`config.mk`:
```
export PLATFORM = sky130hd
export DESIGN_NAME = mem_arbiter
export DESIGN_NICKNAME = d
export VERILOG_FILES = /design/src/rtl/mem_arbiter.sv
export SDC_FILE = /design/constraint.sdc
export NUM_CORES = 1
export LEC_CHECK = 0
export CAP_MARGIN = 20
export CORE_MARGIN = 2
export CORE_UTILIZATION = 40
export DETAILED_ROUTE_END_ITERATION = 8
export GPL_TIMING_DRIVEN = 0
export PLACE_DENSITY = 0.79
export RECOVER_POWER = 50
export SLEW_MARGIN = 10
export SYNTH_ARGS = -nofsm -noshare
export SYNTH_HDL_FRONTEND = slang
export SYNTH_SLANG_ARGS = --single-unit
```
`constraint.sdc`:
```
create_clock -name clk -period 1.9 [get_ports clk]
set_input_delay 0.285 -clock clk [delete_from_list [all_inputs] [get_ports clk]]
set_output_delay 0.285 -clock clk [all_outputs]
set_load 0.1 [all_outputs]
```
`src/rtl/mem_arbiter.sv`:
```
// Two-port round-robin arbiter in front of a single synchronous memory with
// one-cycle read latency; each port issues single read/write commands via req/done.
module mem_arbiter #(
    parameter int ADDR_WIDTH = 6,
    parameter int DATA_WIDTH = 16
) (
    input  logic                  clk,
    input  logic                  rst_n,
    input  logic                  req0,
    input  logic                  we0,
    input  logic [ADDR_WIDTH-1:0] addr0,
    input  logic [DATA_WIDTH-1:0] wdata0,
    output logic                  gnt0,
    output logic                  done0,
    output logic [DATA_WIDTH-1:0] rdata0,
    input  logic                  req1,
    input  logic                  we1,
    input  logic [ADDR_WIDTH-1:0] addr1,
    input  logic [DATA_WIDTH-1:0] wdata1,
    output logic                  gnt1,
    output logic                  done1,
    output logic [DATA_WIDTH-1:0] rdata1,
    input  logic [DATA_WIDTH-1:0] mem_in,
    output logic                  mem_we,
    output logic [ADDR_WIDTH-1:0] mem_addr,
    output logic [DATA_WIDTH-1:0] mem_data,
    output logic                  busy
);

    typedef enum logic [1:0] {
        S_IDLE   = 2'd0,
        S_ACCESS = 2'd1,
        S_WAIT   = 2'd2,
        S_RESP   = 2'd3
    } state_t;

    state_t                r_state;
    state_t                w_next_state;
    logic                  r_owner;
    logic                  r_last_grant;
    logic                  r_cmd_we;
    logic [ADDR_WIDTH-1:0] r_mem_addr;
    logic [DATA_WIDTH-1:0] r_mem_data;
    logic [DATA_WIDTH-1:0] r_rdata0;
    logic [DATA_WIDTH-1:0] r_rdata1;
    logic                  r_gnt0;
    logic                  r_gnt1;
    logic                  r_done0;
    logic                  r_done1;
    logic                  r_mem_we;
    logic                  r_busy;

    logic                  w_any_req;
    logic                  w_winner;
    logic                  w_win_we;
    logic [ADDR_WIDTH-1:0] w_win_addr;
    logic [DATA_WIDTH-1:0] w_win_data;
    logic                  w_next_owner;

    // Winner select: a lone requester wins, a tie goes to the port that did not win last.
    always_comb begin
        w_any_req = req0 | req1;
        if (req0 && req1) begin
            w_winner = ~r_last_grant;
        end else if (req0) begin
            w_winner = 1'b0;
        end else begin
            w_winner = 1'b1;
        end
        if (w_winner) begin
            w_win_we   = we1;
            w_win_addr = addr1;
            w_win_data = wdata1;
        end else begin
            w_win_we   = we0;
            w_win_addr = addr0;
            w_win_data = wdata0;
        end
    end

    // Next-state and next-owner decode for the access sequencer.
    always_comb begin
        w_next_state = r_state;
        w_next_owner = r_owner;
        case (r_state)
            S_IDLE: begin
                if (w_any_req) begin
                    w_next_state = S_ACCESS;
                    w_next_owner = w_winner;
                end else begin
                    w_next_state = S_IDLE;
                end
            end
            S_ACCESS: begin
                if (r_cmd_we) begin
                    w_next_state = S_RESP;
                end else begin
                    w_next_state = S_WAIT;
                end
            end
            S_WAIT:  w_next_state = S_RESP;
            S_RESP:  w_next_state = S_IDLE;
            default: w_next_state = S_IDLE;
        endcase
    end

    // State, command latch and read-data capture.
    always_ff @(posedge clk or negedge rst_n) begin
        if (!rst_n) begin
            r_state      <= S_IDLE;
            r_owner      <= 1'b0;
            r_last_grant <= 1'b1;
            r_cmd_we     <= 1'b0;
            r_mem_addr   <= {ADDR_WIDTH{1'b0}};
            r_mem_data   <= {DATA_WIDTH{1'b0}};
            r_rdata0     <= {DATA_WIDTH{1'b0}};
            r_rdata1     <= {DATA_WIDTH{1'b0}};
        end else begin
            r_state <= w_next_state;
            if ((r_state == S_IDLE) && w_any_req) begin
                r_owner      <= w_winner;
                r_last_grant <= w_winner;
                r_cmd_we     <= w_win_we;
                r_mem_addr   <= w_win_addr;
                r_mem_data   <= w_win_data;
            end
            if (r_state == S_WAIT) begin
                if (r_owner) begin
                    r_rdata1 <= mem_in;
                end else begin
                    r_rdata0 <= mem_in;
                end
            end
        end
    end

    // Status outputs are registered from the next-state decode so they line up with the state.
    always_ff @(posedge clk or negedge rst_n) begin
        if (!rst_n) begin
            r_gnt0   <= 1'b0;
            r_gnt1   <= 1'b0;
            r_done0  <= 1'b0;
            r_done1  <= 1'b0;
            r_mem_we <= 1'b0;
            r_busy   <= 1'b0;
        end else begin
            r_gnt0   <= (w_next_state != S_IDLE) && !w_next_owner;
            r_gnt1   <= (w_next_state != S_IDLE) && w_next_owner;
            r_done0  <= (w_next_state == S_RESP) && !w_next_owner;
            r_done1  <= (w_next_state == S_RESP) && w_next_owner;
            r_mem_we <= (w_next_state == S_ACCESS) && w_win_we;
            r_busy   <= (w_next_state != S_IDLE);
        end
    end

    assign gnt0     = r_gnt0;
    assign gnt1     = r_gnt1;
    assign done0    = r_done0;
    assign done1    = r_done1;
    assign rdata0   = r_rdata0;
    assign rdata1   = r_rdata1;
    assign mem_we   = r_mem_we;
    assign mem_addr = r_mem_addr;
    assign mem_data = r_mem_data;
    assign busy     = r_busy;

endmodule
```
==> metrics.md <==
| Metric | Value |
|---|---|
| Yosys top cell by area | `dfrtp_1` |
| Clk root buf | `clkbuf_8` |
| Avg Vias per Cell | `4.993` |
| Core area | `roughly 6300 µm²` |
| DR iter-0 viols | `84` |
| Critical path class | `reg -> out` |
| RSZ-0062 raised after global routing | `false` |
| Synth-to-layout area growth | `56.84%` |
| Io pins | `between 100 and 150` |
| Worst slew margin | `-6.289%` |
| Count leader, synth | `dfrtp_1` |
| EDFF count, synth | `0` |
| Max stage delay on crit path | `0.89 ns` |
| WP data required | `about 1.6 ns` |
| Netlist Area Pre-Place | `2624 µm²` |
| Antenna-violating nets left | `0` |
| Initial core utilization | `41.32%` |
| Yosys Warn Count | `0` |
| Synth Register Bits | `65` |
| 1st-pass router iterations | `4` |
| Layout cells sized above 1 | `19.14%` |
| All-Layer GR Usage | `17.57%` |
| Worst-skew pair later-pin latency | `0.32 ns` |
| Largest net degree at the start of global routing | `66` |
| Mapped Cells | `between 150 and 200` |
| Critical-path top delay cell | `dlygate4sd2_1` |
| Layout Nets | `389` |
| Cts-stage hold buffer count | `0` |
| Sum of buffers and inverters on the critical path | `1` |
| FMAX | `544.1 MHz` |
| Vias | `~2000` |
| Async S/R FF share, synth | `100.0%` |
| Maximum fanout along the worst path | `2` |
| CP delay by family, top | `buffers and inverters` |
| Die X | `84.99 µm` |
| Die H | `about 85 µm` |
| Crit path DAT | `1.55 ns` |
| Worst-path cell chain | `dlygate4sd2_1` |
| Final setup margin | `0.06209 ns` |
| Antenna cells | `0` |
| Worst Tran Pin Value | `1.594 ns` |
| Drt total wl | `approximately 6200 µm` |
| Hold Path Class | `in -> async` |
| PortBufs | `between 100 and 150` |
| Post-synth top flop | `dfrtp_1` |
| Row count | `29` |
| Fillcell total | `521` |
| Syn Nets | `254` |
| First-pass GRT wire length | `9901 µm` |
| Final Wtd Congestion | `0.7620` |
| Hpwl dp | `4483 µm` |
| # Max-Cap Violations | `1` |
| Crit share post-route | `between 90% and 100%` |
| Clk buf depth | `2` |
| Residual DRC count | `0` |
| Drt wl/cell | `around 15 µm` |
| Final Max Tran Viols | `66` |
| Setup TNS | `0 ns` |
| Clock Sink Count | `65` |
| Top cells by area, synth | `dfrtp_1 61%, mux2_2 14%, a221o_1 7.2%` |
| Clk slew on worst S/H paths | `about 0.07 ns` |
| Die ar. | `7223 µm²` |
| Total CTS buffers | `9` |
| Share of the synthesized area in the top cell type | `61.04%` |
| Setup Skew | `0.006142 ns` |
| Hold slack | `0.3605 ns` |
| Crit start category | `register` |
| Grt total ovfl | `0` |
| Commonest cells in the netlist | `64 x dfrtp_1, 32 x mux2_2, 22 x and2_1, 19 x a221o_1` |
| Post-route minimum period | `1.838 ns` |
| Seq/Total Area, Yosys | `62.04%` |
| Hold Violations, Final | `0` |
| DP Area | `3969 µm²` |
| Avg Inst Size Synth | `14.26 µm²` |
| Run status | `complete, but fails checks` |
| Final Cell Area | `4115 µm²` |
| Failing checks | `max-capacitance violations, max-slew violations` |
| H-tree depth | `3` |
| Vias in the first global route | `2034` |
| Synth cell types | `26` |
| Crit end category | `output port` |
| Final setup fails | `0` |
| CTS tree | `done` |
| Dpl ws | `-0.09212 ns` |
| Initial antenna violation count | `0` |
-- final timing paths --
| kind | startpoint | endpoint | slack, ns | cells past startpoint |
|---|---|---|---|---|
| worst max-delay path | mem_data[1]$_DFFE_PN0P_ | mem_data[1] | 0.06 | 1 |
| worst min-delay path | rst_n | rdata1[9]$_DFFE_PN0P_ | 0.36 | 1 |
| worst max register to register | r_state[0]$_DFF_PN0_ | mem_data[14]$_DFFE_PN0P_ | 0.14 | 6 |
| worst min register to register | rdata0[14]$_DFFE_PN0P_ | rdata0[14]$_DFFE_PN0P_ | 0.50 | 1 |
| max in group asynchronous | rst_n | mem_data[14]$_DFFE_PN0P_ | 0.58 | 1 |
| min in group clk | rdata0[14]$_DFFE_PN0P_ | rdata0[14]$_DFFE_PN0P_ | 0.50 | 1 |
-- cell type report --
cell class | instances | area, µm² | area share, %
Buffer | 9 | 56.30 | 1.368
Inverter | 4 | 15.01 | 0.3649
Clock inverter | 4 | 75.07 | 1.824
Multi-Input combinational cell | 105 | 915.9 | 22.26
Sequential cell | 65 | 1628 | 39.56
Clock buffer | 12 | 155.1 | 3.770
Timing Repair Buffer | 125 | 1174 | 28.52
Tap cell | 77 | 96.34 | 2.341
-- state kept, by name (all words and copies together), names as in the netlist --
name and flops:
busy 1, done0 1, done1 1, gnt0 1, gnt1 1, mem_addr 6
mem_data 16, mem_we 1, r_cmd_we 1, r_last_grant 1, r_owner 1, r_state 2
rdata0 16, rdata1 16
-- placed cells by master (no fill, tap or decap), types with 4 or more instances in the layout --
cell | netlist | routed
dfrtp_1 | 64 | 64
clkdlybuf4s50_1 | 0 | 64
dlygate4sd2_1 | 0 | 58
mux2_2 | 32 | 32
and2_1 | 22 | 21
a221o_1 | 19 | 19
clkbuf_8 | 0 | 11
clkbuf_2 | 0 | 6
inv_1 | 4 | 4
nor2_1 | 4 | 4
ha_1 | 4 | 4
-- metal layers --
metal | share of wire, % | track usage [%]
met4 | 1.7 | 6.061
met2 | 47 | 28.55
met1 | 44 | 21.91
met5 | 0 | 0
met3 | 7.4 | 6.128
-- cell families (layout without fill, tap and decap cells) --
logic type / Yosys count / after routing / share of synthesized area (%)
adder cells (fa/ha/maj): 4 / 4 / 1.908
multiplexers: 32 / 32 / 13.73
buffers and inverters: 14 / 154 / 3.052
AO/OA/AOI/OAI: 34 / 34 / 11.59
flip-flops: 65 / 65 / 62.04
AND/OR/NAND/NOR: 35 / 35 / 7.677
-- per-stage QoR --
step,cells,util [%]
after CTS,402,64.95
after global placement,386,62.54
after global routing,401,64.81
after detailed placement,386,62.50
after floorplan,184,-
final,401,64.81
-- repair_timing --
action | in CTS | in global routing
pin swaps | 0 | 0
setup endpoints to repair | 60 | 32
setup buffers | 0 | 0
resized for setup | 60 | 9
Power is left out: the tool's default activity adds up to more than one toggle a clock period on the data nets, which glitch-free logic cannot reach.
